### src/rtl/picomips_pkg.sv
// Shared picoMIPS definitions: default PC width and the next-PC source encoding
// used by both the program counter and the decoder.
package picomips_pkg;

  localparam int PC_W = 6;

  typedef enum logic [2:0] {
    PC_HOLD = 3'd0,
    PC_INC  = 3'd1,
    PC_REL  = 3'd2,
    PC_ABS  = 3'd3,
    PC_RST  = 3'd4
  } pc_src_e;

endpackage : picomips_pkg

### src/rtl/pc_next.sv
// Next-PC logic: resolves the fixed-priority control set to a source, then
// forms the next address with a single modulo-2^p adder and a mux.
module pc_next
  import picomips_pkg::*;
#(
  parameter int p = PC_W
) (
  input  logic         reset,
  input  logic         pc_incr,
  input  logic         pc_abs,
  input  logic         pc_rel,
  input  logic [p-1:0] pc_q,
  input  logic [p-1:0] branch_addr,
  output pc_src_e      pc_src_o,
  output logic [p-1:0] pc_d
);

  logic [p-1:0] addend;
  logic [p-1:0] sum;

  // NOTE: every signal written here gets a default first, so no path through
  // the block can leave it unassigned and infer a latch.
  always_comb begin
    pc_src_o = PC_HOLD;
    if (reset)        pc_src_o = PC_RST;
    else if (pc_abs)  pc_src_o = PC_ABS;
    else if (pc_rel)  pc_src_o = PC_REL;
    else if (pc_incr) pc_src_o = PC_INC;
  end

  // The signed offset is simply added at width p; two's-complement wrap makes
  // backward branches fall out for free, and the carry is discarded.
  always_comb begin
    addend = '0;
    if (pc_src_o == PC_REL) addend = branch_addr;
    else if (pc_src_o == PC_INC) addend = p'(1);
  end

  assign sum = pc_q + addend;

  always_comb begin
    pc_d = pc_q;
    case (pc_src_o)
      PC_RST:  pc_d = '0;
      PC_ABS:  pc_d = branch_addr;
      PC_REL,
      PC_INC:  pc_d = sum;
      default: pc_d = pc_q;
    endcase
  end

endmodule : pc_next

### src/rtl/pc_unit.sv
// picoMIPS program counter: one p-bit register fed by pc_next, with a
// synchronous active-high reset. pcout comes straight from the register.
module pc_unit
  import picomips_pkg::*;
#(
  parameter int p = PC_W
) (
  input  logic         clk,
  input  logic         reset,
  input  logic         pc_incr,
  input  logic         pc_abs,
  input  logic         pc_rel,
  input  logic [p-1:0] branch_addr,
  output logic [p-1:0] pcout
);

  logic [p-1:0] pc_q;
  logic [p-1:0] pc_d;
  pc_src_e      pc_src;

  pc_next #(.p(p)) u_pc_next (
    .reset       (reset),
    .pc_incr     (pc_incr),
    .pc_abs      (pc_abs),
    .pc_rel      (pc_rel),
    .pc_q        (pc_q),
    .branch_addr (branch_addr),
    .pc_src_o    (pc_src),
    .pc_d        (pc_d)
  );

  // NOTE: state is updated with non-blocking assignments so every register
  // samples pre-edge values regardless of process ordering.
  always_ff @(posedge clk) begin
    if (reset) pc_q <= '0;
    else       pc_q <= pc_d;
  end

  assign pcout = pc_q;

endmodule : pc_unit

### config.mk
export PLATFORM = sky130hd
export DESIGN_NAME = pc_unit
export DESIGN_NICKNAME = d
export VERILOG_FILES = /design/src/rtl/picomips_pkg.sv /design/src/rtl/pc_next.sv /design/src/rtl/pc_unit.sv
export SDC_FILE = /design/constraint.sdc
export NUM_CORES = 1
export LEC_CHECK = 0
export ABC_AREA = 1
export BUFFER_PORTS_ARGS = -buffer_cell sky130_fd_sc_hd__buf_4
export CAP_MARGIN = 5
export CORE_MARGIN = 3
export CORE_UTILIZATION = 44
export DETAILED_ROUTE_END_ITERATION = 7
export PLACE_DENSITY = 0.76
export SLEW_MARGIN = 20
export SYNTH_ARGS = -nofsm -noshare
export SYNTH_HDL_FRONTEND = slang
export SYNTH_SLANG_ARGS = --single-unit
### constraint.sdc
create_clock -name clk -period 1.9 [get_ports clk]
set_input_delay 0.19 -clock clk [delete_from_list [all_inputs] [get_ports clk]]
set_output_delay 0.19 -clock clk [all_outputs]
set_load 0.02 [all_outputs]
# == Word-level counts from Yosys, hierarchy flattened ==
# Index checks and enable logic that the tools add are counted.
# word_totals
register_bits,6
input_bits,11
output_inout_bits,6
word_cells,15
# classes
addsub,1
eq_ne,4
mux,7
n_reduce_logical,2
# op_table
cell,n
6-bit one-hot mux with 3 select lines,1
3-bit 2-to-1 mux,3
6-bit adder,1
3-bit by 2-bit == test with 1-bit output (second input constant),2
6-bit 2-to-1 mux,1
3-bit by 1-bit == test with 1-bit output (second input constant),1
3-bit == test (second input constant),1
3-bit nonzero test,1
1-bit 2-to-1 mux,2
2-bit OR reduction,1

# == Longest topological paths before layout ==
# Gate-level depths: netlist of the first run.
# logic_depth
word_depth,9
ltp_mapped,15
ltp_nobuf,15

# == Hierarchy ==
# A second synthesis of the first run with hierarchy kept.
# unflattened
hier_cells,101
area_unflattened_um2,614.3
# by_module_without_submodules
mod,n_inst,cells_per_inst,area_per_inst_um2,seq_area_each_um2
pc_next,1,83,449.2,0.0
pc_unit,1,18,165.2,120.1

# == Worst setup path after synthesis of the first run ==
# OpenSTA, ideal clock, no wires.
# synth_timing
kind,input -> register
from,in reset
to,"reg pc_q[4], in the netlist pcout[4]"
setup_ps,120
t_arrival_ps,1737
required_ps,1780
setup_slack_ps,43
path_stages,13
path_buffers,0
cell_sequence,nor3_4 -> inv_2 -> nand2_4 -> o21a_1 -> ha_1 -> inv_1 -> fa_1 -> inv_1 -> nand2_1 -> a21boi_0 -> o21ai_0 -> nand3_1 -> nand3_1
# synth_via
elab_chain_cells,6
# synth_rtl
item,line,rtl
start: declaration,pc_unit.sv:9,"input logic reset,"
3-bit 2-to-1 mux,pc_next.sv:25,if (reset) pc_src_o = PC_RST;
3-bit by 1-bit == test with 1-bit output,"pc_next.sv:36, pc_next.sv:43",
1-bit 2-to-1 mux,pc_next.sv:36,else if (pc_src_o == PC_INC) addend = p'(1);
6-bit 2-to-1 mux,pc_next.sv:35,if (pc_src_o == PC_REL) addend = branch_addr;
6-bit adder,pc_next.sv:39,assign sum = pc_q + addend;
6-bit one-hot mux with 3 select lines,pc_next.sv:43,case (pc_src_o)
end signal: assignment,pc_unit.sv:36,else pc_q <= pc_d;
end: declaration,pc_unit.sv:17,logic [p-1:0] pc_q;
# Several ways; a longest one is shown, not always the timed one.
# A chain may end at the register's enable or synchronous reset.

# == Final worst setup path of the first run ==
# Same ends and word-level chain as after synthesis.

==> results.yml, run 1 <==
placed_design:
  place.gp.congestion: 0.804
  port_buffers: 16
  hpwl_mm: 1.07
detailed_routing:
  vias: 638
  first_pass_iters: 4
  wl_per_cell_um: 9.69
  drc: 0
  via_per_inst: 4.80
  drtIter0Drc: 22
  postRouteAntennaNets: 0
  wl_mm: 1.29
clock_network:
  insertion_delay_ns: 0.24
  post_cts_buffers: 0
  ctsResizeCount: 0
  hold_buffers: 0
  root_buffer: "clkbuf_4"
  cts.clk_slew.worst_paths_ns: 0.05
  ctsHtreeMaxLevel: 1
  clock_path_buffers: 2
  clkSinkCount: 6
  cts_made_buffers: 3
  cts_tree: "built"
final_layout:
  drive_gt1_frac: 0.303
  n_antenna_cell: 0
  final_nets: 138
  fillers: 108
  largest_reg_flops: 6
  syn_to_final_growth_pct: 39.0
  fin_util: 0.693
grt:
  track_usage: 0.153
  grt_pass1_vias: 544
  grt_pass1_wl_mm: 2.19
  antenna_found_initial: 0
  grt_max_degree: 7
  grt.overflow.total: 0
run:
  cap_violations: 0
timing:
  setup_viol: 0
  timing.final.crit_share: 0.926
  fin_hold_ws_ns: 0.173
  period_minus_slack_ns: 1.76
  tns_ns: 0
  final_hold_viol_count: 0
  slew_headroom: 0.746
  skew_ns: 0.00519
  timing.fmax_mhz: 568
  report.final.slew_viol_count: 0
  tightestPinTransition_ns: 0.379
  rsz0062_at_grt: "false"
synthesis:
  synth_flop_cell: "dfxtp_1"
  yosysUniqueCellTypes: 21
  synthCells: 91
  synth_edf_count: 0
  synth.avg_cell_area_um2: 6.42
  ys_ff_latch: 6
  synth_largest_area_cell: "dfxtp_1"
  async_reset_ff_frac: 0
  synth_area_um2: 584
  ys_seq_area_frac: 0.206
  synth_fp_nets: 108
  ys.warnings.count: 0
  synth_top_area_frac: 0.206
  synthTopCellsByArea: "dfxtp_1 21%, nand2_1 15%, inv_1 13%, ha_1 11%, nand3_1 8.6%"
critical_path:
  crit_chain: "buf_4 -> nor3_4 -> inv_2 -> nand2_4 -> o21a_1 -> ha_1 -> inv_1 -> fa_1 -> inv_1 -> nand2_1 -> a21boi_1 -> o21ai_0 -> nand3_1 -> nand3_1"
  worst-setup-path-type: "input port to register"
  cp_max_fo: 3
  crit_path_start_kind: "input port"
  r2r-start: "pcout[0]"
  crit_start: "reset"
  reg2reg_to: "pcout[4]"
  required_ns: 2.02
  setup.worst_path.end_class: "register"
  reg2reg_slack_ns: 0.31
  arrival_ns: 1.88
  slowest_stage: "fa_1"
  cp_slowest_stage_delay_ns: 0.36
  crit_end: "pcout[4]"
  reg2reg_depth: 9
floorplanning:
  die_x_um: 42.4
  ios: 17
  num_rows: 12
  die_area_mm2: 0.00180
  start_util: 0.499
  die_y_um: 42.4
  coreArea_mm2: 0.00117
pwr:
  p_int_mw: 0.267
  p_sw_mw: 0.121
  combPwrFrac: 0.318
  switching_share: 0.311
  finalPower_mw: 0.388
  powerDensity_mw_per_mm2: 477
  vdd.ir_drop.worst_v: 0.000356
  power.share.sequential: 0.374
  pwr-share-clk: 0.308
  p_leak_nw: 0.463
outcome:
  outcome: "complete, no violations"
min_path:
  hold_path_class: "input port to register"
[power groups by stage]
stage	clock (mW)	combinational (mW)	sequential, mW
3_3_place_gp	0	0.122	0.147
3_5_place_dp	0	0.124	0.147
6_report	0.120	0.123	0.145
5_1_grt	0.137	0.136	0.146
4_1_cts	0.123	0.124	0.145
2_1_floorplan	0	0.0567	0.158
[cell type report]
type                            count  area, µm²  area share
Tap cell                           14       17.5      0.0216
Inverter                           21       78.8      0.0971
Timing Repair Buffer               25        188       0.231
Clock buffer                        3       22.5      0.0277
Multi-Input combinational cell     64        385       0.475
Sequential cell                     6        120       0.148
[stage by stage]
step	setup WS [ns]	cells	area, µm²
2_1_floorplan	0.0435	91	584
3_3_place_gp	-0.111	130	790
3_5_place_dp	-0.188	130	790
4_1_cts	0.0580	133	812
5_1_grt	0.0143	133	812
6_report	0.140	133	812
[routing by layer]
| metal | GRT usage | share of wire |
|---|---|---|
| met1 | 0.190 | 0.45 |
| met2 | 0.261 | 0.48 |
| met3 | 0.0515 | 0.067 |
| met4 | 0.0186 | 0.0078 |
| met5 | 0 | 0 |
[critical path: cells and delay by family]
| family | cells | cell delay [ns] |
|---|---|---|
| fa+ha+maj | 2 | 0.52 |
| compound gates | 3 | 0.37 |
| buf+inv | 4 | 0.35 |
| simple gates | 5 | 0.46 |
[layout by cell type (no fill, tap or decap), types with 2 or more instances in the layout]
cell type	n
clkbuf_4	3
inv_1	20
o21ai_0	2
dfxtp_1	6
ha_1	5
nor2_1	9
nand2_1	24
o211ai_2	2
buf_4	25
nand3_1	10
[cells by family after synthesis]
| kind of cell | synth area share |
|---|---|
| AOI/OAI and AO/OA | 0.133 |
| adders and majority gates | 0.141 |
| buffers and inverters | 0.135 |
| DFF | 0.206 |
| and+or+nand+nor | 0.385 |
[synthesized netlist by cell type (all sizes together), types with 2 or more instances]
cell / number
nand3: 10
inv: 21
nor3: 2
o211ai: 2
ha: 5
dfxtp: 6
nor2: 9
o21ai: 2
nand2: 26
[how the worst min path moves through the flow]
stage | slack, ns | start | endpoint | depth (start not counted)
floorplan | 0.32 | branch_addr[5] | pcout[5] | 2
global placement | 0.42 | branch_addr[4] | pcout[4] | 3
detailed placement | 0.42 | branch_addr[4] | pcout[4] | 3
CTS | 0.17 | branch_addr[4] | pcout[4] | 3
global route | 0.18 | branch_addr[4] | pcout[4] | 3
finish | 0.17 | branch_addr[4] | pcout[4] | 3
(Power assumes the default switching activity.)
==> inputs of run 2 (changes only) <==
==> constraint.sdc (replaced) <==
create_clock -name clk -period 1.6 [get_ports clk]
set_input_delay 0.16 -clock clk [delete_from_list [all_inputs] [get_ports clk]]
set_output_delay 0.16 -clock clk [all_outputs]
set_load 0.02 [all_outputs]
==> run 2 against run 1 <==
  * The flow now finishes with violations (setup timing)
  * Largest power group unchanged
  * Critical endpoint unchanged
  * Highest routed layer unchanged
  * Clock power grew 22%
  * Combinational power grew 33%
  * Die area is the same
  * Sequential cell count is the same
==> results.yml, run 2 (synthesized netlist as in run 1, its figures left out) <==
timing:
  setup_viol: 2
  tightestPinTransition_ns: 0.407
  timing.final.crit_share: 1.02
  slew_headroom: 0.727
  period_minus_slack_ns: 1.64
  report.final.slew_viol_count: 0
  final_hold_viol_count: 0
  skew_ns: 0.0157
  fin_hold_ws_ns: 0.134
  finalWorstSetupSlack_ns: -0.0388
  rsz0062_at_grt: "true"
  timing.fmax_mhz: 610
critical_path:
  arrival_ns: 1.76
  cp_max_fo: 3
  crit_path_start_kind: "input port"
  worst-setup-path-type: "input port to register"
  setup.worst_path.end_class: "register"
  required_ns: 1.73
run:
  cap_violations: 0
final_layout:
  largest_reg_flops: 6
  drive_gt1_frac: 0.405
  syn_to_final_growth_pct: 48.0
  n_antenna_cell: 0
  mostFrequentLayoutCells: "24 x buf_4, 23 x nand2_1, 17 x inv_1"
  layout_commonest_cell: "buf_4"
  instances_no_fill: 135
  seqCellArea_um2: 120
  multi_input_area_um2: 412
  final_nets: 140
  fillers: 113
  fin_util: 0.738
grt:
  grt_pass1_vias: 664
  antenna_found_initial: 0
  grt.overflow.total: 0
  grt_max_degree: 7
  track_usage: 0.191
  grt_pass1_wl_mm: 2.65
floorplanning:
  coreArea_mm2: 0.00117
  start_util: 0.499
  num_rows: 12
  die_y_um: 42.4
  die_x_um: 42.4
  ios: 17
  die_area_mm2: 0.00180
detailed_routing:
  postRouteAntennaNets: 0
  first_pass_iters: 4
  via_per_inst: 4.95
  vias: 668
  drc: 0
  drtIter0Drc: 9
  wl_per_cell_um: 11.6
  wl_mm: 1.57
clock_network:
  ctsHtreeMaxLevel: 1
  root_buffer: "clkbuf_4"
  cts_made_buffers: 3
  clkSinkCount: 6
  insertion_delay_ns: 0.25
  cts.clk_slew.worst_paths_ns: 0.06
  clock_path_buffers: 2
  cts_tree: "built"
  hold_buffers: 0
pwr:
  vdd.ir_drop.worst_v: 0.000488
  p_leak_nw: 0.477
  finalPower_mw: 0.483
  powerDensity_mw_per_mm2: 559
placed_design:
  port_buffers: 16
  dp_slack_ns: -0.354
  place.gp.congestion: 0.877
  place_inst: 128
  hpwl_mm: 1.15
outcome:
  outcome: "finished with violations"
  violations: "setup timing"
min_path:
  hold_path_class: "input port to register"
-- run 2: area by class of cell --
type,count,share of cell area
Sequential cell,6,0.139
Multi-Input combinational cell,64,0.476
Clock buffer,3,0.0260
Timing Repair Buffer,27,0.247
Tap cell,14,0.0203
Inverter,21,0.0912
-- run 2: critical path: stages --
cell and delay (ns):
buf_6 0.10, nor3_4 0.21, inv_2 0.08, nand2_4 0.06, o21a_1 0.13, ha_2 0.18, inv_2 0.04, fa_2 0.33
inv_2 0.06, nand2_2 0.06, a21boi_2 0.15, o21ai_1 0.07, nand3_1 0.07, nand3_1 0.06
-- run 2: worst paths after layout --
path | startpoint | endpoint | slack, ns | cells after the start
setup reg to reg | pcout[0] | pcout[4] | 0.09 | 9
setup / recovery | reset | pcout[4] | -0.04 | 14
hold / removal | branch_addr[3] | pcout[3] | 0.13 | 3
hold reg to reg | pcout[0] | pcout[0] | 0.48 | 2
-- run 2: per-layer routing --
layer / up-vias / GRT usage / part of all wire
met4: 0 / 0.0497 / 0.0051
met3: 2 / 0.0429 / 0.039
met1: 299 / 0.211 / 0.44
met2: 17 / 0.359 / 0.51
li1: 350 / - / -
met5: - / 0 / 0
-- run 2: power by group --
group | switching, mW | leakage, nW | internal [mW]
clock | 0.0619 | 0.0138 | 0.0854
sequential | 0.0101 | 0.0496 | 0.162
combinational | 0.0853 | 0.414 | 0.0791
-- run 2: what timing repair did --
item	4_1_cts	5_1_grt
setup buffers	3	1
gates cloned	0	0
pin swaps	5	0
endpoints found under the setup margin	2	4
resized for setup	9	2
-- run 2: through the flow --
step / cell area [µm²] / TNS (ns)
2_1_floorplan: 589 / -0.212
3_3_place_gp: 779 / -1.15
3_5_place_dp: 779 / -1.31
4_1_cts: 855 / 0
5_1_grt: 865 / -0.237
6_report: 865 / -0.0614
==> inputs of run 3 (changes only) <==
--- a/config.mk
+++ b/config.mk
@@ -8,10 +8,12 @@
 export ABC_AREA = 1
 export BUFFER_PORTS_ARGS = -buffer_cell sky130_fd_sc_hd__buf_4
 export CAP_MARGIN = 5
-export CORE_MARGIN = 3
-export CORE_UTILIZATION = 44
+export CORE_AREA = 3 3 40 42
+export CTS_BUF_LIST = sky130_fd_sc_hd__clkbuf_8
 export DETAILED_ROUTE_END_ITERATION = 7
+export DIE_AREA = 0 0 43 45
 export PLACE_DENSITY = 0.76
+export REMOVE_ABC_BUFFERS = 1
 export SLEW_MARGIN = 20
 export SYNTH_ARGS = -nofsm -noshare
 export SYNTH_HDL_FRONTEND = slang
==> run 3 against run 2 <==
  * The flow still finishes with violations (setup timing)
  * Clock skew decreased by 0.013 ns
  * Worst setup slack got worse by 0.049 ns
  * Total power increased by 29%
  * First-iteration DRC count increased by 120%
  * Fmax decreased by 2.9%
  * Critical path depth increased by 1
  * Final cell count increased by 3.7%
  * Utilization increased by 6.6 points
  * Critical endpoint unchanged
  * Highest routed layer unchanged
==> results.yml, run 3 (synthesized netlist as in run 1, its figures left out) <==
final_layout:
  largest_reg_flops: 6
  n_antenna_cell: 0
  fin_util: 0.804
  fillers: 99
  drive_gt1_frac: 0.552
  final_nets: 144
  instances_no_fill: 140
  syn_to_final_growth_pct: 76.9
  layout_commonest_cell: "buf_4"
  mostFrequentLayoutCells: "24 x buf_4, 18 x nand2_1, 16 x inv_1"
floorplanning:
  die_area_mm2: 0.00194
  num_rows: 13
  start_util: 0.455
  die_x_um: 43
  coreArea_mm2: 0.00128
  ios: 17
  die_y_um: 45
placed_design:
  place.gp.congestion: 0.882
  hpwl_mm: 1.19
  place_inst: 131
  port_buffers: 16
detailed_routing:
  vias: 743
  wl_mm: 2.15
  postRouteAntennaNets: 0
  first_pass_iters: 4
  drtIter0Drc: 20
  wl_per_cell_um: 15.3
  via_per_inst: 5.31
  drc: 0
grt:
  track_usage: 0.203
  grt.overflow.total: 0
  use_met2: 0.380
  use_met1: 0.225
  grt_pass1_vias: 665
  antenna_found_initial: 0
  grt_max_degree: 7
  met3_usage: 0.0398
  grt_pass1_wl_mm: 2.93
  busiest_layer: "met2"
clock_network:
  root_buffer: "clkbuf_8"
  clock_path_buffers: 2
  cts.clk_slew.worst_paths_ns: 0.04
  cts_made_buffers: 3
  hold_buffers: 0
  insertion_delay_ns: 0.23
  clkSinkCount: 6
  cts_tree: "built"
  ctsHtreeMaxLevel: 1
run:
  cap_violations: 0
critical_path:
  crit_end: "pcout[4]"
  worst-setup-path-type: "input port to register"
  r2r-start: "pcout[0]"
  setup.worst_path.end_class: "register"
  crit_start: "pc_rel"
  arrival_ns: 1.80
  reg2reg_to: "pcout[4]"
  crit_path_start_kind: "input port"
  reg2reg_depth: 9
  reg2reg_slack_ns: 0.08
  cp_max_fo: 3
  required_ns: 1.71
pwr:
  powerDensity_mw_per_mm2: 605
  vdd.ir_drop.worst_v: 0.000402
  p_leak_nw: 0.515
timing:
  rsz0062_at_grt: "true"
  final_hold_viol_count: 0
  finalWorstSetupSlack_ns: -0.0876
  period_minus_slack_ns: 1.69
  timing.final.crit_share: 1.05
  report.final.slew_viol_count: 0
  tightestPinTransition_ns: 0.417
  timing.fmax_mhz: 593
  slew_headroom: 0.721
  skew_ns: 0.00245
  setup_viol: 3
min_path:
  hold_path_class: "input port to register"
outcome:
  outcome: "finished with violations"
  violations: "setup timing"
-- run 3: area by class of cell --
cell class | instances | area, µm² | share of cell area
tap | 15 | 18.8 | 0.0182
timing repair buffer | 31 | 267 | 0.258
inverter | 21 | 81.3 | 0.0787
clock buffer | 3 | 41.3 | 0.0400
multi-input combinational | 64 | 505 | 0.489
sequential | 6 | 120 | 0.116
-- run 3: repair_timing --
action | 4_1_cts | 5_1_grt
endpoints found under the setup margin | 4 | 5
resized for setup | 18 | 26
buffers inserted | 2 | 6
pin swaps | 8 | 19
-- run 3: critical path, cell delays in order --
cell and delay (ns):
buf_8 0.08, inv_4 0.03, nor3_4 0.20, inv_2 0.09, nand2_4 0.07, o21a_1 0.11, ha_2 0.18, inv_2 0.05
fa_2 0.33, inv_2 0.07, nand2_2 0.07, a21boi_2 0.16, o21ai_1 0.08, nand3_1 0.06, nand3_1 0.06
-- run 3: worst min-delay path by stage --
| stage | endpoint | startpoint | cells after the start |
|---|---|---|---|
| global placement | pcout[4] | branch_addr[4] | 3 |
| floorplan | pcout[5] | branch_addr[5] | 2 |
| global route | pcout[3] | branch_addr[3] | 3 |
| finish | pcout[3] | branch_addr[3] | 3 |
| CTS | pcout[4] | branch_addr[4] | 3 |
| detailed placement | pcout[3] | branch_addr[3] | 3 |
-- run 3: where the power goes --
part / internal, mW / total (mW) / switching, mW
Clock: 0.163 / 0.242 / 0.0792
Sequential: 0.162 / 0.176 / 0.0140
Combinational: 0.104 / 0.207 / 0.103
-- run 3: metrics by stage --
stage               worst slack (ns)  hold slack, ns  power [mW]  cell area (µm²)  TNS [ns]
finish                       -0.0876           0.163       0.625             1030    -0.184
global route                  -0.200           0.178       0.652             1030    -0.611
CTS                          -0.0944           0.169       0.573              888    -0.127
detailed placement            -0.463           0.396       0.326              791     -1.50
global placement              -0.418           0.391       0.322              791     -1.30
floorplan                     -0.227           0.286       0.255              584    -0.241
-- run 3: metal layers --
layer / up-vias / wire (µm)
met2: 36 / 1090
met4: 0 / 59
met5: - / 0
met1: 342 / 860
met3: 8 / 137
li1: 357 / -
